[src/rtl/mult_add_seq.sv]
// mult_add_seq: sequential radix-2 shift-add multiply-accumulate.
// Computes product = multiplicand * multiplier + addend, one multiplier bit
// per clock. Fixed latency of M cycles and one operation in flight at a time.
// Also used to rebuild a dividend from the divider's quotient, divisor and
// remainder.
//
// Ports:
//   clk          rising-edge clock
//   rstn         asynchronous active-low reset
//   data_rdy     operand-valid strobe, accepted only while busy=0
//   multiplicand operand A, N bits unsigned
//   multiplier   operand B, M bits unsigned
//   addend       operand C, M bits unsigned
//   busy         high while an operation is in progress (decoded from state)
//   res_rdy      single-cycle result-valid pulse
//   product      A*B+C, P bits, held until the next completion
module mult_add_seq #(
  parameter int unsigned N = 21,
  parameter int unsigned M = 13,
  localparam int unsigned P = N + M
) (
  input  logic         clk,
  input  logic         rstn,
  input  logic         data_rdy,
  input  logic [N-1:0] multiplicand,
  input  logic [M-1:0] multiplier,
  input  logic [M-1:0] addend,
  output logic         busy,
  output logic         res_rdy,
  output logic [P-1:0] product
);

  localparam int unsigned CW = (M > 1) ? $clog2(M) : 1;
  localparam logic [CW-1:0] LAST_CNT = CW'(M - 1);

  typedef enum logic {
    IDLE = 1'b0,
    CALC = 1'b1
  } state_t;

  state_t        state, state_nxt;
  logic [P-1:0]  a_sh, a_nxt;     // multiplicand, shifted left each step
  logic [M-1:0]  b_sh, b_nxt;     // multiplier, shifted right each step
  logic [P-1:0]  acc, acc_nxt;
  logic [CW-1:0] cnt, cnt_nxt;
  logic [P-1:0]  prod_nxt;
  logic          res_nxt;
  logic [P-1:0]  sum;

  // busy is a pure decode of the state register
  assign busy = (state == CALC);

  // State and datapath registers
  always_ff @(posedge clk or negedge rstn) begin
    if (!rstn) begin
      state   <= IDLE;
      a_sh    <= '0;
      b_sh    <= '0;
      acc     <= '0;
      cnt     <= '0;
      product <= '0;
      res_rdy <= 1'b0;
    end else begin
      state   <= state_nxt;
      a_sh    <= a_nxt;
      b_sh    <= b_nxt;
      acc     <= acc_nxt;
      cnt     <= cnt_nxt;
      product <= prod_nxt;
      res_rdy <= res_nxt;
    end
  end

  // Next-state and datapath logic
  always_comb begin
    state_nxt = state;
    a_nxt     = a_sh;
    b_nxt     = b_sh;
    acc_nxt   = acc;
    cnt_nxt   = cnt;
    prod_nxt  = product;
    res_nxt   = 1'b0;
    // Current multiplier LSB selects whether the shifted multiplicand is added
    sum       = acc + (b_sh[0] ? a_sh : '0);

    case (state)
      IDLE: begin
        if (data_rdy) begin
          a_nxt     = P'(multiplicand);
          b_nxt     = multiplier;
          acc_nxt   = P'(addend);
          cnt_nxt   = '0;
          state_nxt = CALC;
        end
      end
      CALC: begin
        acc_nxt = sum;
        a_nxt   = a_sh << 1;
        b_nxt   = b_sh >> 1;
        cnt_nxt = cnt + CW'(1);
        // No early exit on zero remaining bits: latency stays fixed at M
        if (cnt == LAST_CNT) begin
          prod_nxt  = sum;
          res_nxt   = 1'b1;
          state_nxt = IDLE;
        end
      end
      default: state_nxt = IDLE;
    endcase
  end

endmodule

[config.mk]
export PLATFORM = sky130hd
export DESIGN_NAME = mult_add_seq
export DESIGN_NICKNAME = d
export VERILOG_FILES = /design/src/rtl/mult_add_seq.sv
export SDC_FILE = /design/constraint.sdc
export NUM_CORES = 1
export LEC_CHECK = 0
export BUFFER_PORTS_ARGS = -buffer_cell sky130_fd_sc_hd__buf_4
export CAP_MARGIN = 30
export CELL_PAD_IN_SITES_DETAIL_PLACEMENT = 2
export CELL_PAD_IN_SITES_GLOBAL_PLACEMENT = 2
export CORE_ASPECT_RATIO = 0.75
export CORE_MARGIN = 5
export CORE_UTILIZATION = 40
export CTS_BUF_LIST = sky130_fd_sc_hd__clkbuf_2 sky130_fd_sc_hd__clkbuf_4 sky130_fd_sc_hd__clkbuf_8
export CTS_CLUSTER_DIAMETER = 60
export DETAILED_ROUTE_END_ITERATION = 12
export GPL_TIMING_DRIVEN = 0
export PLACE_DENSITY = 0.84
export SYNTH_ARGS = -nofsm -noshare
export SYNTH_HDL_FRONTEND = slang
export SYNTH_SLANG_ARGS = --single-unit
export TNS_END_PERCENT = 1
[constraint.sdc]
create_clock -name clk -period 6.4 [get_ports clk]
set_input_delay 1.28 -clock clk [delete_from_list [all_inputs] [get_ports clk]]
set_output_delay 1.28 -clock clk [all_outputs]
set_load 0.005 [all_outputs]
==> results_dict.tcl, run 1 <==
set metrics [dict create \
    status "finished clean" \
    drive_gt1_frac 0.1653 \
    dr.pass1.iters 4 \
    drc 0 \
    leakagePower_nw 3.931 \
    cts_root_buf "clkbuf_8" \
    dp_hpwl_mm 19.18 \
    vias_per_cell 5.710 \
    startpoint_type "register" \
    yosysTopAreaCell "dfrtp_1" \
    synth-xor-area-share 0.03859 \
    drt-initial-drc-count 369 \
    ir_worst_vdd_uv 162.6 \
    power_mw 4.069 \
    rsz0062_at_grt "no" \
    syn-num-nets 846 \
    dieArea_um2 20370 \
    synth.avg_cell_area_um2 9.257 \
    r2r_end "acc[28]$_DFFE_PN0P_" \
    tritoncts "yes" \
    fill_cells 1930 \
    rows 42 \
    clock.fmax_mhz 250.6 \
    io_pins 86 \
    clk_pin_slew_ns 0.08 \
    start_util 0.4033 \
    grt_pass1_wl_mm 42.64 \
    diodes 0 \
    synth_area_leaders "dfrtp_1 43%, nand2_1 6.8%, ha_1 6.2%" \
    yosys_warnings 0 \
    async_flop_share 1.000 \
    synth_top_family_by_area "compound AO/OA/AOI/OAI gates" \
    synth-simple-area-share 0.1679 \
    muxShareOfSynthArea 0.06900 \
    cp-end-kind "register" \
    area_growth_pct 20.68 \
    p_per_area_nw_per_um2 479.2 \
    clock_path_buffers 2 \
    grt_pass1_vias 7481 \
    core-area_um2 17450 \
    yosys.area.top_type_share 0.4304 \
    cp_max_fo 10 \
    cts_buffers 17 \
    grt_max_degree 78 \
    die_x_um 163.1 \
    min_period_ns 3.991 \
    synthAdderAreaFrac 0.06509 \
    r2r_setup_slack_ns 2.41 \
    clk_latency_ns 0.47 \
    critPathRequiredTime_ns 6.75 \
    fin_nets 951 \
    clock-sinks 121 \
    startpoint "b_sh[0]$_DFFE_PN0P_" \
    die_y_um 124.9 \
    grt_antenna_before_repair 0 \
    slew_violations 0 \
    finalClockSkew_ns 0.02008 \
    slew_headroom 0.4095 \
    cap_violations 0 \
    ff2ff_path_depth 12 \
    synth_edf_count 0 \
    finalCritPeriodShare 0.6236 \
    globalplace.congestion 0.9244 \
    finalSetupViolCount 0 \
    hp-class "register to register" \
    netlist_instances 760 \
    wl_per_cell_um 23.62 \
    postRouteAntennaNets 0 \
    r2r-start "b_sh[0]$_DFFE_PN0P_" \
    synth_cell_types 57 \
    setup_tns_ns 0 \
    syn-cell-area_um2 7035 \
    io_buffers 85 \
    ys_seq_area_frac 0.4304 \
    critPathKind "register to register" \
    postCtsSetupBuffers 0 \
    arrival_ns 4.35 \
    wirelength_mm 26.43 \
    crit_end "acc[28]$_DFFE_PN0P_" \
    hold_viol 0 \
    ys.flop_type "dfrtp_1" \
    grt_overflow 0 \
    grtUsageTotal 0.2682 \
    holdBufCountCts 0 \
    synth-seq-cells 121 \
    synth_compound_area_frac 0.2008 \
    htree_levels 4 \
    cts_resized 0 \
    vias 6390 \
    timing_worst_slew_pin_value_ns 0.8858 \
]
[placed cells by master (no fill, tap or decap), types with 15 or more instances in the layout]
cell type,synthesis,routed
nor2_1,29,29
dfrtp_1,121,121
ha_1,35,35
mux2i_1,35,35
and2_1,36,36
buf_4,0,84
a22o_1,15,15
a21oi_1,49,49
clkbuf_8,0,18
a211oi_1,16,16
xor2_1,18,18
o21ai_0,78,78
nand2_1,128,128
clkbuf_1,28,28
[cell type report]
cell class / count / area, um^2 / area share
clock inverter: 11 / 220.2 / 0.02594
buffer: 40 / 153.9 / 0.01813
inverter: 12 / 45.04 / 0.005305
timing repair buffer: 86 / 669.4 / 0.07884
tap: 242 / 302.8 / 0.03566
sequential: 121 / 3028 / 0.3566
multi-input combinational: 587 / 3809 / 0.4486
clock buffer: 20 / 262.8 / 0.03095
[stage by stage]
stage,instances,hold WS [ns],util,setup WS [ns],area [um^2]
floorplan,760,0.4523,-,3.644,7036
global placement,1087,0.4624,0.4572,2.685,7976
detailed placement,1088,0.4749,0.4590,2.613,8008
CTS,1119,0.4903,0.4867,2.477,8491
global route,1119,0.5189,0.4867,2.191,8491
finish,1119,0.4930,0.4867,2.409,8491
[report_power, final]
part	switching, mW	leakage [nW]	internal [mW]
clock	0.352	0.232	0.521
combinational	1.14	2.17	0.716
sequential	0.248	1.53	1.10
[metal layers]
metal | track usage | wire [um] | up-vias
met5 | 0 | 0 | -
met4 | 0.08185 | 563 | 0
met3 | 0.05326 | 1150 | 36
met2 | 0.4510 | 13130 | 151
met1 | 0.3488 | 11580 | 3289
li1 | - | - | 2914
[worst max-delay path, stage by stage, from the launching register on]
cell and delay, ns:
dfrtp_1 0.55, clkbuf_1 0.41, and2_1 0.20, ha_1 0.18, inv_1 0.06, fa_1 0.41, nor2b_1 0.20, o2111ai_1 0.21
a31oi_2 0.39, o211ai_1 0.33, a211oi_1 0.55, nor3_1 0.14, o31ai_1 0.24
[state kept, by name (all words and copies together), names as in the netlist]
name     flops
b_sh        13
a_sh        34
res_rdy      1
product     34
busy         1
cnt          4
acc         34
[cell usage after synthesis, drive strengths merged (2+ instances only)]
| master | n |
|---|---|
| nor2b | 13 |
| nand2 | 129 |
| mux2i | 35 |
| and2 | 36 |
| o31ai | 4 |
| a211oi | 19 |
| a21oi | 49 |
| o2111ai | 4 |
| clkbuf | 28 |
| inv | 12 |
| o21a | 10 |
| ha | 35 |
| o311ai | 3 |
| nand2b | 4 |
| or3 | 3 |
| a21o | 11 |
| xnor2 | 13 |
| nand3 | 7 |
| nand4 | 12 |
| dfrtp | 121 |
| o21ai | 85 |
| mux2 | 12 |
| buf | 12 |
| nor3 | 7 |
| o22ai | 2 |
| xor2 | 18 |
| a22o | 15 |
| nor2 | 29 |
| o21bai | 3 |
| a31oi | 5 |
| nor4 | 2 |
| o211ai | 7 |
| or2 | 3 |
[worst min path at each step]
| stage | endpoint | startpoint | depth (start not counted) | slack (ns) |
|---|---|---|---|---|
| floorplan | b_sh[0]$_DFFE_PN0P_ | b_sh[1]$_DFFE_PN0P_ | 2 | 0.45 |
| global route | product[28]$_DFFE_PN0P_ | product[28]$_DFFE_PN0P_ | 2 | 0.52 |
| finish | product[7]$_DFFE_PN0P_ | product[7]$_DFFE_PN0P_ | 2 | 0.49 |
| global placement | product[0]$_DFFE_PN0P_ | product[0]$_DFFE_PN0P_ | 2 | 0.46 |
| detailed placement | product[7]$_DFFE_PN0P_ | product[7]$_DFFE_PN0P_ | 2 | 0.47 |
| CTS | product[7]$_DFFE_PN0P_ | product[7]$_DFFE_PN0P_ | 2 | 0.49 |
[logic make-up after synthesis]
group	Yosys count
adder cells (fa/ha/maj)	36
AND/OR/NAND/NOR	249
buffers and inverters	52
AO/OA/AOI/OAI	224
flip-flops	121
multiplexers	47
XOR/XNOR	31
Note: power is estimated with default switching activity, not from simulation.
==> inputs of run 2 (changes only) <==
- CORE_UTILIZATION: 40 -> 38
- PLACE_DENSITY: 0.84 -> 0.8
- clock period: 6.4 -> 4.1 ns (I/O delays scaled with it)
==> run 2 against run 1 <==
Effect of this change: sequential power up 54%; clock power is 53% higher; critical path depth is the same; non-clock buffer count is the same; sequential share of layout area is essentially flat; first-iteration DRC count fell by 3.8%; flip-flop and latch count stayed put.
==> results_dict.tcl, run 2 (synthesized netlist as in run 1, its figures left out) <==
set metrics [dict create \
    cts_buffers 17 \
    postRouteAntennaNets 0 \
    ir_worst_vdd_uv 217.2 \
    drt-initial-drc-count 355 \
    critPathKind "register to register" \
    final_cell_mix "128 x nand2_1, 121 x dfrtp_1, 84 x buf_4" \
    finalSetupViolCount 0 \
    drive_gt1_frac 0.1686 \
    crit_top_cell "o211ai_1" \
    vias_per_cell 5.583 \
    clock-sinks 121 \
    cp-end-kind "register" \
    dp_slack_ns 0.2173 \
    r2r_setup_slack_ns 0.42 \
    r2r-start "b_sh[0]$_DFFE_PN0P_" \
    cp_max_fo 10 \
    slew_headroom 0.3623 \
    leakagePower_nw 3.939 \
    whs_ns 0.2768 \
    rsz0062_at_grt "no" \
    largestRegisters "a_sh (34), acc (34), product (34)" \
    cpMaxStageDelayCell "dfrtp_1" \
    critPathRequiredTime_ns 4.42 \
    clk_latency_ns 0.47 \
    holdBufCountCts 0 \
    path_cells "clkbuf_2, and2_1, ha_1, inv_1, fa_1, nor2b_1, o2111ai_1, a31oi_2, o211ai_1, o211ai_1, xnor2_1, o21ai_1" \
    r2r_end "product[32]$_DFFE_PN0P_" \
    grt_overflow 0 \
    io_buffers 85 \
    dp_hpwl_mm 18.23 \
    grtUsageTotal 0.2370 \
    timing_worst_slew_pin_value_ns 0.9566 \
    dr.pass1.iters 4 \
    diodes 0 \
    clock_path_buffers 2 \
    cp_num_buf_inv 2 \
    p_per_area_nw_per_um2 731.2 \
    critPathMaxStageDelay_ns 0.56 \
    clk_pin_slew_ns 0.08 \
    startpoint_type "register" \
    start_util 0.3835 \
    tritoncts "yes" \
    ff2ff_path_depth 12 \
    finalClockSkew_ns 0.01364 \
    die_y_um 127.8 \
    die_x_um 167.1 \
    globalplace.congestion 0.8538 \
    grt_pass1_vias 7292 \
    wl_per_cell_um 22.01 \
    fin_nets 951 \
    cts_resized 0 \
    postCtsSetupBuffers 0 \
    setup_tns_ns 0 \
    clock.fmax_mhz 271.4 \
    dieArea_um2 21360 \
    cts_root_buf "clkbuf_8" \
    slew_violations 0 \
    arrival_ns 4.00 \
    wirelength_mm 24.76 \
    rows 43 \
    final_common_cell "nand2_1" \
    finalWorstSetupSlack_ns 0.4152 \
    grt_max_degree 73 \
    htree_levels 4 \
    finalCritPeriodShare 0.8987 \
    cap_violations 0 \
    vias 6281 \
    grt_pass1_wl_mm 40.10 \
    drc 0 \
    grt_antenna_before_repair 0 \
    min_period_ns 3.685 \
    core-area_um2 18350 \
    status "finished clean" \
    io_pins 86 \
    critPathTopFamily "compound AO/OA/AOI/OAI gates" \
    hp-class "input pin to asynchronous set/reset pin" \
    area_growth_pct 20.77 \
    hold_viol 0 \
]
run 2: changes by cell type in the layout (fill, tap and decap cells not counted), sizes merged:
| cell | delta |
|---|---|
| bufinv | -1 |
| clkinvlp | -2 |
| clkbuf | -1 |
| clkinv | +2 |
| inv | +3 |
run 2: worst max path at each step:
stage | start | end | slack [ns] | depth (start not counted)
4_1_cts | b_sh[0]$_DFFE_PN0P_ | product[28]$_DFFE_PN0P_ | 0.13 | 12
3_3_place_gp | b_sh[0]$_DFFE_PN0P_ | product[28]$_DFFE_PN0P_ | 0.45 | 12
3_5_place_dp | b_sh[0]$_DFFE_PN0P_ | product[28]$_DFFE_PN0P_ | 0.22 | 12
5_1_grt | b_sh[0]$_DFFE_PN0P_ | product[28]$_DFFE_PN0P_ | 0.1 | 12
6_report | b_sh[0]$_DFFE_PN0P_ | product[32]$_DFFE_PN0P_ | 0.42 | 12
2_1_floorplan | b_sh[0]$_DFFE_PN0P_ | product[18]$_DFFE_PN0P_ | 1.34 | 12
run 2: cell type report:
type	instances	area (um^2)
inverter	12	45.04
sequential	121	3028
buffer	40	155.1
tap	247	309.0
clock buffer	19	261.5
multi-input combinational	587	3814
clock inverter	13	215.2
timing repair buffer	86	669.4
fill	2010	9849
run 2: power breakdown:
part           leakage [nW]  switching, mW  total (mW)  internal, mW
combinational          2.18           1.68        2.80          1.12
clock                 0.237          0.567        1.33         0.764
sequential             1.53          0.372        2.08          1.71
total                  3.94           2.62        6.21          3.59
run 2: through the flow:
step / cell area (um^2) / util / total power, mW / instances
floorplan: 7036 / - / 3.757 / 760
global placement: 7983 / 0.4351 / 4.648 / 1092
detailed placement: 8014 / 0.4368 / 4.855 / 1093
CTS: 8491 / 0.4628 / 6.254 / 1125
global route: 8497 / 0.4631 / 6.642 / 1125
finish: 8497 / 0.4631 / 6.213 / 1125
run 2: worst register-to-register path: stages, from the launching register on:
cell and delay, ns:
dfrtp_1 0.56, clkbuf_2 0.32, and2_1 0.18, ha_1 0.20
inv_1 0.08, fa_1 0.41, nor2b_1 0.19, o2111ai_1 0.18
a31oi_2 0.34, o211ai_1 0.35, o211ai_1 0.38, xnor2_1 0.23
o21ai_1 0.13
run 2: metal layers:
| layer | vias to the layer above | part of all wire | global-route usage |
|---|---|---|---|
| li1 | 2912 | - | - |
| met1 | 3235 | 0.47 | 0.3170 |
| met2 | 115 | 0.48 | 0.4039 |
| met3 | 19 | 0.039 | 0.04408 |
| met4 | 0 | 0.010 | 0.05291 |
| met5 | - | 0 | 0 |
==> inputs of run 3 (changes only) <==
==> constraint.sdc (replaced) <==
create_clock -name clk -period 4.1 [get_ports clk]
set_input_delay 0.205 -clock clk [delete_from_list [all_inputs] [get_ports clk]]
set_output_delay 0.205 -clock clk [all_outputs]
set_load 0.005 [all_outputs]
==> run 3 against run 2 <==
Effect of this change: first-iteration DRC count grew 1.4%; largest power group unchanged; non-clock buffer count grew 5; core utilization grew 0.27 points; clock power is essentially flat; highest routed layer unchanged.
==> results_dict.tcl, run 3 (synthesized netlist as in run 1, its figures left out) <==
set metrics [dict create \
    critPathKind "register to register" \
    r2r_setup_slack_ns 0.41 \
    seq_area_um2 3028 \
    fin_util 0.4659 \
    swShare 0.4217 \
    slew_headroom 0.3458 \
    start_util 0.3835 \
    slew_violations 0 \
    wl_per_cell_um 21.91 \
    dieArea_um2 21360 \
    p_int_mw 3.593 \
    p_per_area_nw_per_um2 727.0 \
    ir_worst_vdd_uv 217.5 \
    status "finished clean" \
    fill_cells 2012 \
    vias_per_cell 5.547 \
    post-place-cells 1093 \
    diodes 0 \
    startpoint_type "register" \
    power_mw 6.214 \
    hold_viol 0 \
    io_pins 86 \
    clock-sinks 121 \
    cp_max_fo 10 \
    drive_gt1_frac 0.1676 \
    clock_path_buffers 2 \
    wirelength_mm 24.75 \
    htree_levels 4 \
    clk_latency_ns 0.48 \
    dr.pass1.iters 4 \
    timing_worst_slew_pin_value_ns 0.9813 \
    drc 0 \
    die_y_um 127.8 \
    rows 43 \
    cts_buffers 17 \
    finalCritPeriodShare 0.8998 \
    p_clk_frac 0.214 \
    dp_slack_ns 0.2173 \
    largestRegisters "a_sh (34), acc (34), product (34)" \
    fin_nets 956 \
    dp_hpwl_mm 18.23 \
    min_period_ns 3.689 \
    globalplace.congestion 0.8538 \
    postCtsSetupBuffers 0 \
    design_area_um2 8547 \
    grt_pass1_wl_mm 40.16 \
    grt_max_degree 73 \
    rsz0062_at_grt "no" \
    core-area_um2 18350 \
    die_x_um 167.1 \
    grt-busiest-layer "met2" \
    multi_input_area_um2 3814 \
    io_buffers 85 \
    grt_pass1_vias 7303 \
    grt_use_met2 0.4050 \
    stdcell_count 1130 \
    p_switching_mw 2.621 \
    tritoncts "yes" \
    setup_tns_ns 0 \
    critPathRequiredTime_ns 4.42 \
    whs_ns 0.01710 \
    cts_root_buf "clkbuf_8" \
    vias 6268 \
    finalSetupViolCount 0 \
    gr-usage-met1 0.3172 \
    pwr-share-seq 0.336 \
    area_growth_pct 21.48 \
    post_dp_cell_area_um2 8014 \
    drt-initial-drc-count 360 \
    grtUsageTotal 0.2372 \
    finalWorstSetupSlack_ns 0.4110 \
    hp-class "input pin to register" \
    arrival_ns 4.01 \
    grtUsageMet3 0.04377 \
    leakagePower_nw 3.960 \
    grt_antenna_before_repair 0 \
    finalClockSkew_ns 0.01490 \
    cap_violations 0 \
    clk_pin_slew_ns 0.08 \
    postRouteAntennaNets 0 \
    cp-end-kind "register" \
    final_cell_mix "128 x nand2_1, 121 x dfrtp_1, 84 x buf_4" \
    final_common_cell "nand2_1" \
    grt_overflow 0 \
    p_comb_frac 0.450 \
    clock.fmax_mhz 271.1 \
]
[run 3: cell count changes in the layout (fill, tap and decap cells not counted)]
cell,before,now
dlygate4sd3_1,0,5
[run 3: power groups by stage]
stage	Combinational [mW]	Sequential, mW	Clock [mW]
after detailed placement	2.76	2.10	0
after global placement	2.58	2.06	0
after CTS	2.82	2.09	1.35
final	2.80	2.08	1.33
after global routing	3.10	2.14	1.40
after floorplan	1.78	1.98	0
[run 3: worst max-delay path, cell delays in order, from the launching register on]
cell and delay [ns]:
dfrtp_1 0.56, clkbuf_2 0.32, and2_1 0.18, ha_1 0.19, inv_1 0.07, fa_1 0.41, nor2b_1 0.19, o2111ai_1 0.18
a31oi_2 0.34, o211ai_1 0.35, o211ai_1 0.37, xnor2_1 0.23, o21ai_1 0.13
[run 3: layout make-up]
cell class                 count  share of cell area
buffer                        40             0.01815
clock buffer                  19             0.03060
clock inverter                13             0.02518
inverter                      12            0.005270
multi-input combinational    587              0.4462
sequential                   121              0.3543
tap                          247             0.03616
timing repair buffer          91             0.08418
[run 3: per-layer routing]
metal | up-vias | routed length, um
met3 | 18 | 1004
met2 | 100 | 11950
met4 | 0 | 263
met1 | 3224 | 11540
li1 | 2926 | -
met5 | - | 0
[run 3: worst paths after layout]
path | start | to | cells after the start
max in group asynchronous | rstn | acc[9]$_DFFE_PN0P_ | 3
worst min-delay path | multiplicand[12] | a_sh[12]$_DFFE_PN0P_ | 3
worst max register to register | b_sh[0]$_DFFE_PN0P_ | product[32]$_DFFE_PN0P_ | 12
worst min register to register | b_sh[3]$_DFFE_PN0P_ | b_sh[2]$_DFFE_PN0P_ | 2
min in group asynchronous | rstn | a_sh[27]$_DFFE_PN0P_ | 2
worst max-delay path | b_sh[0]$_DFFE_PN0P_ | product[32]$_DFFE_PN0P_ | 12
[run 3: timing repair]
action | 4_1_cts | 5_1_grt
endpoints found under the hold margin | 53 | 0
hold buffers | 5 | 0
endpoints found under the setup margin | 0 | 5
gates resized for setup | 0 | 3
